**src/rtl/credit_gate_pkg.sv**
```systemverilog
// Shared types and sizing for the credit-gated pipe stage sitting upstream of ConfigCounter.
// Optional macro CREDIT_PIPE_GATE_BYPASS_EN is consumed by credit_pipe_gate, not here.
package credit_gate_pkg;

  localparam int DATA_WIDTH = 144;
  localparam int COUNT_SZ   = 10;
  localparam int FIFO_DEPTH = 4;
  localparam int PTR_W      = $clog2(FIFO_DEPTH);
  localparam int OCC_W      = PTR_W + 1;

  typedef logic [DATA_WIDTH-1:0] data_t;
  typedef logic [COUNT_SZ-1:0]   count_t;
  typedef logic [PTR_W-1:0]      ptr_t;
  typedef logic [OCC_W-1:0]      occ_t;

  localparam count_t CREDIT_UNIT = count_t'(1);
  localparam occ_t   OCC_FULL    = occ_t'(FIFO_DEPTH);

  // Depth is a power of two, so dropping the carry is the wrap.
  function automatic ptr_t ptr_next(input ptr_t p);
    return p + ptr_t'(1);
  endfunction

endpackage

```
**src/rtl/credit_pipe_gate_if.sv**
```systemverilog
// Generic enable/value/ready channel used for every handshake port of credit_pipe_gate.
// The master drives ena and v; the slave answers with rdy.
interface credit_pipe_gate_if #(parameter int W = 1);

  logic         ena;
  logic [W-1:0] v;
  logic         rdy;

  modport master (output ena, output v, input rdy);
  modport slave  (input ena, input v, output rdy);

endinterface

```
**src/rtl/credit_gate_fifo.sv**
```systemverilog
// Register FIFO buffering upstream beats; push is ignored when full, pop when empty.
// Occupancy is held one bit wider than the pointers so full and empty never alias.
module credit_gate_fifo
  import credit_gate_pkg::*;
(
  input  logic  CLK,
  input  logic  nRST,
  input  logic  push,
  input  data_t wr_data,
  input  logic  pop,
  output data_t head,
  output logic  full,
  output logic  empty
);

  data_t mem [FIFO_DEPTH];
  ptr_t  wr_ptr;
  ptr_t  rd_ptr;
  occ_t  count;
  logic  do_push;
  logic  do_pop;

  assign full    = (count == OCC_FULL);
  assign empty   = (count == '0);
  assign head    = mem[rd_ptr];
  assign do_push = push && !full;
  assign do_pop  = pop && !empty;

  always_ff @(posedge CLK or negedge nRST) begin
    if (!nRST) begin
      wr_ptr <= '0;
      rd_ptr <= '0;
      count  <= '0;
    end else begin
      if (do_push) wr_ptr <= ptr_next(wr_ptr);
      if (do_pop)  rd_ptr <= ptr_next(rd_ptr);
      case ({do_push, do_pop})
        2'b10:   count <= count + occ_t'(1);
        2'b01:   count <= count - occ_t'(1);
        default: count <= count;
      endcase
    end
  end

  // Payload storage carries no reset; stale entries are unreachable once the pointers clear.
  always_ff @(posedge CLK) begin
    if (do_push) mem[wr_ptr] <= wr_data;
  end

endmodule

```
**src/rtl/credit_pipe_gate.sv**
```systemverilog
// Credit-gated pipe stage: forwards buffered beats only while ConfigCounter reports credit and
// batches credit returns into increments. Define CREDIT_PIPE_GATE_BYPASS_EN for 0-cycle bypass.
module credit_pipe_gate
  import credit_gate_pkg::*;
(
  input  logic                CLK,
  input  logic                nRST,
  credit_pipe_gate_if.slave   in_enq,
  credit_pipe_gate_if.master  out_enq,
  credit_pipe_gate_if.slave   credit_ret,
  credit_pipe_gate_if.master  cnt_decrement,
  credit_pipe_gate_if.master  cnt_increment,
  input  logic                cnt_positive,
  output logic                stalled
);

  logic   fifo_full;
  logic   fifo_empty;
  logic   fifo_push;
  logic   fifo_pop;
  data_t  fifo_head;
  logic   send_ok;
  logic   fire_head;
  logic   bypass;
  logic   pending_valid;
  count_t pending_ret;
  logic   flush;
  logic   ret_accept;

  assign send_ok   = cnt_positive && out_enq.rdy && cnt_decrement.rdy;
  assign fire_head = !fifo_empty && send_ok;

`ifdef CREDIT_PIPE_GATE_BYPASS_EN
  assign bypass      = fifo_empty && in_enq.ena && send_ok;
  assign out_enq.v   = bypass ? data_t'(in_enq.v) : fifo_head;
`else
  assign bypass      = 1'b0;
  assign out_enq.v   = fifo_head;
`endif

  assign in_enq.rdy  = !fifo_full;
  assign fifo_push   = in_enq.ena && !fifo_full && !bypass;
  assign fifo_pop    = fire_head;

  // Every forwarded beat, buffered or bypassed, consumes exactly one credit.
  assign out_enq.ena       = fire_head || bypass;
  assign cnt_decrement.ena = fire_head || bypass;
  assign cnt_decrement.v   = CREDIT_UNIT;

  credit_gate_fifo u_fifo (
    .CLK     (CLK),
    .nRST    (nRST),
    .push    (fifo_push),
    .wr_data (data_t'(in_enq.v)),
    .pop     (fifo_pop),
    .head    (fifo_head),
    .full    (fifo_full),
    .empty   (fifo_empty)
  );

  assign flush             = pending_valid && cnt_increment.rdy;
  assign credit_ret.rdy    = !pending_valid || flush;
  assign ret_accept        = credit_ret.ena && credit_ret.rdy;
  assign cnt_increment.ena = flush;
  assign cnt_increment.v   = pending_ret;

  // A new return arriving on the flush cycle replaces the flushed value rather than summing.
  always_ff @(posedge CLK or negedge nRST) begin
    if (!nRST) begin
      pending_valid <= 1'b0;
      pending_ret   <= '0;
    end else if (ret_accept && (credit_ret.v != '0)) begin
      pending_valid <= 1'b1;
      pending_ret   <= count_t'(credit_ret.v);
    end else if (flush) begin
      pending_valid <= 1'b0;
    end
  end

  always_ff @(posedge CLK or negedge nRST) begin
    if (!nRST) begin
      stalled <= 1'b0;
    end else begin
      stalled <= !fifo_empty && !cnt_positive;
    end
  end

endmodule

```
**src/flat_wrapper.sv**
```systemverilog
// flat-port wrapper written by rule: the top's interface ports become plain ports
module credit_pipe_gate_flat import credit_gate_pkg::*;
  (CLK, nRST, cnt_positive, stalled, in_enq_ena, in_enq_v, in_enq_rdy, out_enq_ena, out_enq_v, out_enq_rdy, credit_ret_ena, credit_ret_v, credit_ret_rdy, cnt_decrement_ena, cnt_decrement_v, cnt_decrement_rdy, cnt_increment_ena, cnt_increment_v, cnt_increment_rdy);
  credit_pipe_gate_if #(.W(DATA_WIDTH)) in_enq_i ();
  credit_pipe_gate_if #(.W(DATA_WIDTH)) out_enq_i ();
  credit_pipe_gate_if #(.W(COUNT_SZ)) credit_ret_i ();
  credit_pipe_gate_if #(.W(COUNT_SZ)) cnt_decrement_i ();
  credit_pipe_gate_if #(.W(COUNT_SZ)) cnt_increment_i ();
  input  logic CLK;
  input  logic nRST;
  input  logic cnt_positive;
  output logic stalled;
  input wire logic [$bits(in_enq_i.ena)-1:0] in_enq_ena;
  input wire logic [$bits(in_enq_i.v)-1:0] in_enq_v;
  output wire logic [$bits(in_enq_i.rdy)-1:0] in_enq_rdy;
  output wire logic [$bits(out_enq_i.ena)-1:0] out_enq_ena;
  output wire logic [$bits(out_enq_i.v)-1:0] out_enq_v;
  input wire logic [$bits(out_enq_i.rdy)-1:0] out_enq_rdy;
  input wire logic [$bits(credit_ret_i.ena)-1:0] credit_ret_ena;
  input wire logic [$bits(credit_ret_i.v)-1:0] credit_ret_v;
  output wire logic [$bits(credit_ret_i.rdy)-1:0] credit_ret_rdy;
  output wire logic [$bits(cnt_decrement_i.ena)-1:0] cnt_decrement_ena;
  output wire logic [$bits(cnt_decrement_i.v)-1:0] cnt_decrement_v;
  input wire logic [$bits(cnt_decrement_i.rdy)-1:0] cnt_decrement_rdy;
  output wire logic [$bits(cnt_increment_i.ena)-1:0] cnt_increment_ena;
  output wire logic [$bits(cnt_increment_i.v)-1:0] cnt_increment_v;
  input wire logic [$bits(cnt_increment_i.rdy)-1:0] cnt_increment_rdy;
  assign in_enq_i.ena = in_enq_ena;
  assign in_enq_i.v = in_enq_v;
  assign in_enq_rdy = in_enq_i.rdy;
  assign out_enq_ena = out_enq_i.ena;
  assign out_enq_v = out_enq_i.v;
  assign out_enq_i.rdy = out_enq_rdy;
  assign credit_ret_i.ena = credit_ret_ena;
  assign credit_ret_i.v = credit_ret_v;
  assign credit_ret_rdy = credit_ret_i.rdy;
  assign cnt_decrement_ena = cnt_decrement_i.ena;
  assign cnt_decrement_v = cnt_decrement_i.v;
  assign cnt_decrement_i.rdy = cnt_decrement_rdy;
  assign cnt_increment_ena = cnt_increment_i.ena;
  assign cnt_increment_v = cnt_increment_i.v;
  assign cnt_increment_i.rdy = cnt_increment_rdy;
  credit_pipe_gate u_core (.CLK(CLK), .nRST(nRST), .in_enq(in_enq_i), .out_enq(out_enq_i), .credit_ret(credit_ret_i), .cnt_decrement(cnt_decrement_i), .cnt_increment(cnt_increment_i), .cnt_positive(cnt_positive), .stalled(stalled));
endmodule
```
**config.mk**
```make
export PLATFORM = sky130hd
export DESIGN_NAME = credit_pipe_gate_flat
export DESIGN_NICKNAME = d
export VERILOG_FILES = /design/src/rtl/credit_gate_pkg.sv /design/src/rtl/credit_pipe_gate_if.sv /design/src/rtl/credit_gate_fifo.sv /design/src/rtl/credit_pipe_gate.sv /design/src/flat_wrapper.sv
export SDC_FILE = /design/constraint.sdc
export NUM_CORES = 1
export LEC_CHECK = 0
export ABC_AREA = 1
export CAP_MARGIN = 20
export CORE_UTILIZATION = 49
export DETAILED_ROUTE_END_ITERATION = 10
export PLACE_DENSITY = 0.71
export SETUP_SLACK_MARGIN = 0.3
export SLEW_MARGIN = 20
export SYNTH_ARGS = -nofsm -noshare
export SYNTH_HDL_FRONTEND = slang
export SYNTH_SLANG_ARGS = --single-unit
```
**constraint.sdc**
```tcl
create_clock -name CLK -period 8 [get_ports CLK]
set_input_delay 1.6 -clock CLK [delete_from_list [all_inputs] [get_ports CLK]]
set_output_delay 1.6 -clock CLK [all_outputs]
set_load 0.005 [all_outputs]
```
==> metrics <==
total gr overflow=0; Die Width=roughly 220 um; H-Tree Depth=2; global routing met1 resource utilization=0.271; vias in the first global route=13.4k; syn_area_per_cell=between 10 and 15 um^2; max_slew headroom=0.261; CP cell instances=inv_6, buf_4, o21ai_0, o22ai_1, clkdlybuf4s50_1; first-pass GRT wire length=approximately 76,000 um; worst-margin pin slew=1.11 ns; hold buffers post-CTS=0; Worst-path clk slew=0.06 ns; achievable frequency=180 MHz; Yosys top cell area share=0.778; GRT met3 Usage=0.0558; Critical Path Start Type=flop; TritonCTS clock tree=yes; most common cell in the netlist=edfxtp_1; Hold Path Cell Cnt=2; post-synth cell types=25; Synth area leader=edfxtp_1; final HPWL from detailed placement=~27,000 um; DRC Markers=0; critical path required time=between 6 and 7 ns; most frequent cells after synthesis=576 x edfxtp_1, 299 x nor2_1, 282 x o21ai_0; Levels on crit path=5; Crit-path slowest cell=dfrtp_4; power density cells=about 380 nW/um^2; Synth Register Bits=595; family with the most delay on the worst path=buffers and inverters; critical path arrival=~4 ns; postcts setup bufs=0; worst hold path type=reg2reg; post-synthesis xor/xnor area fraction=0.00158; Tmin final=5.56 ns; CTS max path bufs=3; Max-Cap Viols=0; Num CTS Buffers=59; slowest stage delay, CP=approximately 0.85 ns; port bufs=roughly 320; post-synthesis adder-cell area fraction=0.00371; via count=between 10k and 15k; die area=~46,000 um^2; final clock skew=around 0.015 ns; Final Cycle Share=0.696; Most used DFF post-synth=edfxtp_1; Pleak=roughly 0.009 uW; drt wl/cell=between 20 and 25 um; Final Setup Violations=0; initial antenna violation count=7; global routing's busiest layer=met2; drt pass-1 iters=5; main combinational cell family by area after synthesis=compound AO/OA/AOI/OAI gates; starting density of the core=0.500; Slew Limit Fails=0; Final Hold Fails=0; Synth Area in Compound Gates=0.107; DRT antenna net count=0; Synth Instances=between 1.5k and 2k; r2r worst-path depth=5; unrepaired setup endpoints after global routing=no; die height=215 um; sequential-to-total area share from yosys stat=0.799; Buf/Inv on CP=3; Yosys Warn Count=0; kind of critical path=reg2out; utilization after layout=0.622; final setup TNS=0 ns; mux cell area share after synthesis=0; clk root buf=clkbuf_16; Placed Area=around 26,000 um^2; post-route cell area=approximately 28,000 um^2; post-CTS sizing=0; CP Capture Type=output pin; initial drt markers=between 1k and 1.5k; core area=44,500 um^2; via/cell ratio=5.47; GRT Total Usage=0.212; WL final=49,800 um; Site Rows=between 70 and 80; Placer Congestion=0.794; clk_lat worst skew=0.60 ns; area grow syn2layout=24.5%; Post-synth EDFFs=~580; CTS sink cnt=595; # IOs=approximately 330; top post-synthesis cells by area=edfxtp_1 78%, o21ai_0 6.3%, nor2_1 5.0%; met2 GRT Util=0.352; CP max FO=90; largest net degree at the start of global routing=around 200; Post-Synth Simple-Gate Area=0.0591; share of layout cells above drive strength 1=0.0570; NumNets Final=approximately 2.0k; VDD IR-drop max=between 0.2 and 0.3 mV; # fillers=about 3.3k; mapped cell area=approximately 22,000 um^2; run status=finished, final reports clean; asr flop ratio synth=0.0319
[tightest hold or removal path: stages, from the launching register on]
cell,delay [ns]
dfrtp_1,0.34
nand2_1,0.05
nand2_1,0.05
[power by group]
| group | total, uW | switching, uW | internal (uW) |
|---|---|---|---|
| Sequential | 4350 | 263 | 4090 |
| Clock | 2640 | 1120 | 1520 |
| Combinational | 3430 | 1920 | 1520 |
[cells by family (layout without fill, tap and decap cells)]
family	Yosys count	after routing
AOI/OAI and AO/OA	439	439
xor gates and xnor gates	4	4
adders and majority gates	6	6
buffers and inverters	125	460
DFF	595	595
other	2	11
and+or+nand+nor	345	345
[stage by stage]
step	total power, uW	std cells	hold slack, ns	setup WS, ns
3_5_place_dp	7880	2341	0.460	3.01
3_3_place_gp	7790	2341	0.458	3.04
6_report	10400	2452	0.471	2.44
2_1_floorplan	6130	1524	0.446	-0.412
4_1_cts	10500	2451	0.477	2.32
5_1_grt	10900	2452	0.509	2.18
[sequential cells by signal (all words and copies together) (netlist names)]
| name | count |
|---|---|
| u_core.pending_valid | 1 |
| u_core.u_fifo.mem | 576 |
| u_core.cnt_increment.v | 10 |
| u_core.u_fifo.rd_ptr | 2 |
| u_core.u_fifo.wr_ptr | 2 |
| u_core.stalled | 1 |
| u_core.u_fifo.count | 3 |
[worst paths after layout]
kind | from | to | slack (ns)
worst max-delay path | u_core.u_fifo.rd_ptr[1] | out_enq_v[125] | 2.44
worst min-delay path | u_core.cnt_increment.v[3] | u_core.cnt_increment.v[3] | 0.47
worst max register to register | u_core.u_fifo.count[0] | u_core.u_fifo.mem[2][32] | 4.88
worst min register to register | u_core.cnt_increment.v[3] | u_core.cnt_increment.v[3] | 0.47
max in group asynchronous | nRST | u_core.u_fifo.rd_ptr[0] | 5.77
min in group asynchronous | nRST | u_core.cnt_increment.v[3] | 1.53
[layout make-up]
type | instances | area, um^2 | area share
sequential | 595 | 17800 | 0.642
multi-input combinational | 804 | 3880 | 0.140
timing repair buffer | 332 | 3350 | 0.121
clock buffer | 71 | 1560 | 0.0565
tap | 592 | 741 | 0.0267
clock inverter | 39 | 298 | 0.0108
inverter | 18 | 80.1 | 0.00289
antenna | 1 | 2.50 | 0.0000904
[metal layers]
layer  routed length [um]  vias up
li1                     -     6273
met1                20400     6634
met2                24100      408
met3                 4010       84
met4                 1170       12
met5                   68        -
[placed cells by master (no fill, tap or decap), drive strengths merged, types with 2 or more instances in the layout]
master	Yosys	layout
ha	5	5
nand2	31	31
xor2	3	3
clkbuf	66	71
conb	2	10
clkinvlp	0	3
inv	17	18
dfrtp	19	19
o22ai	144	144
clkinv	1	32
nand3	14	14
o21ai	291	291
bufinv	0	4
nor2	299	299
edfxtp	576	576
clkdlybuf4s50	0	321
buf	41	11
a21oi	2	2
Note: power is estimated with default switching activity, not from simulation.
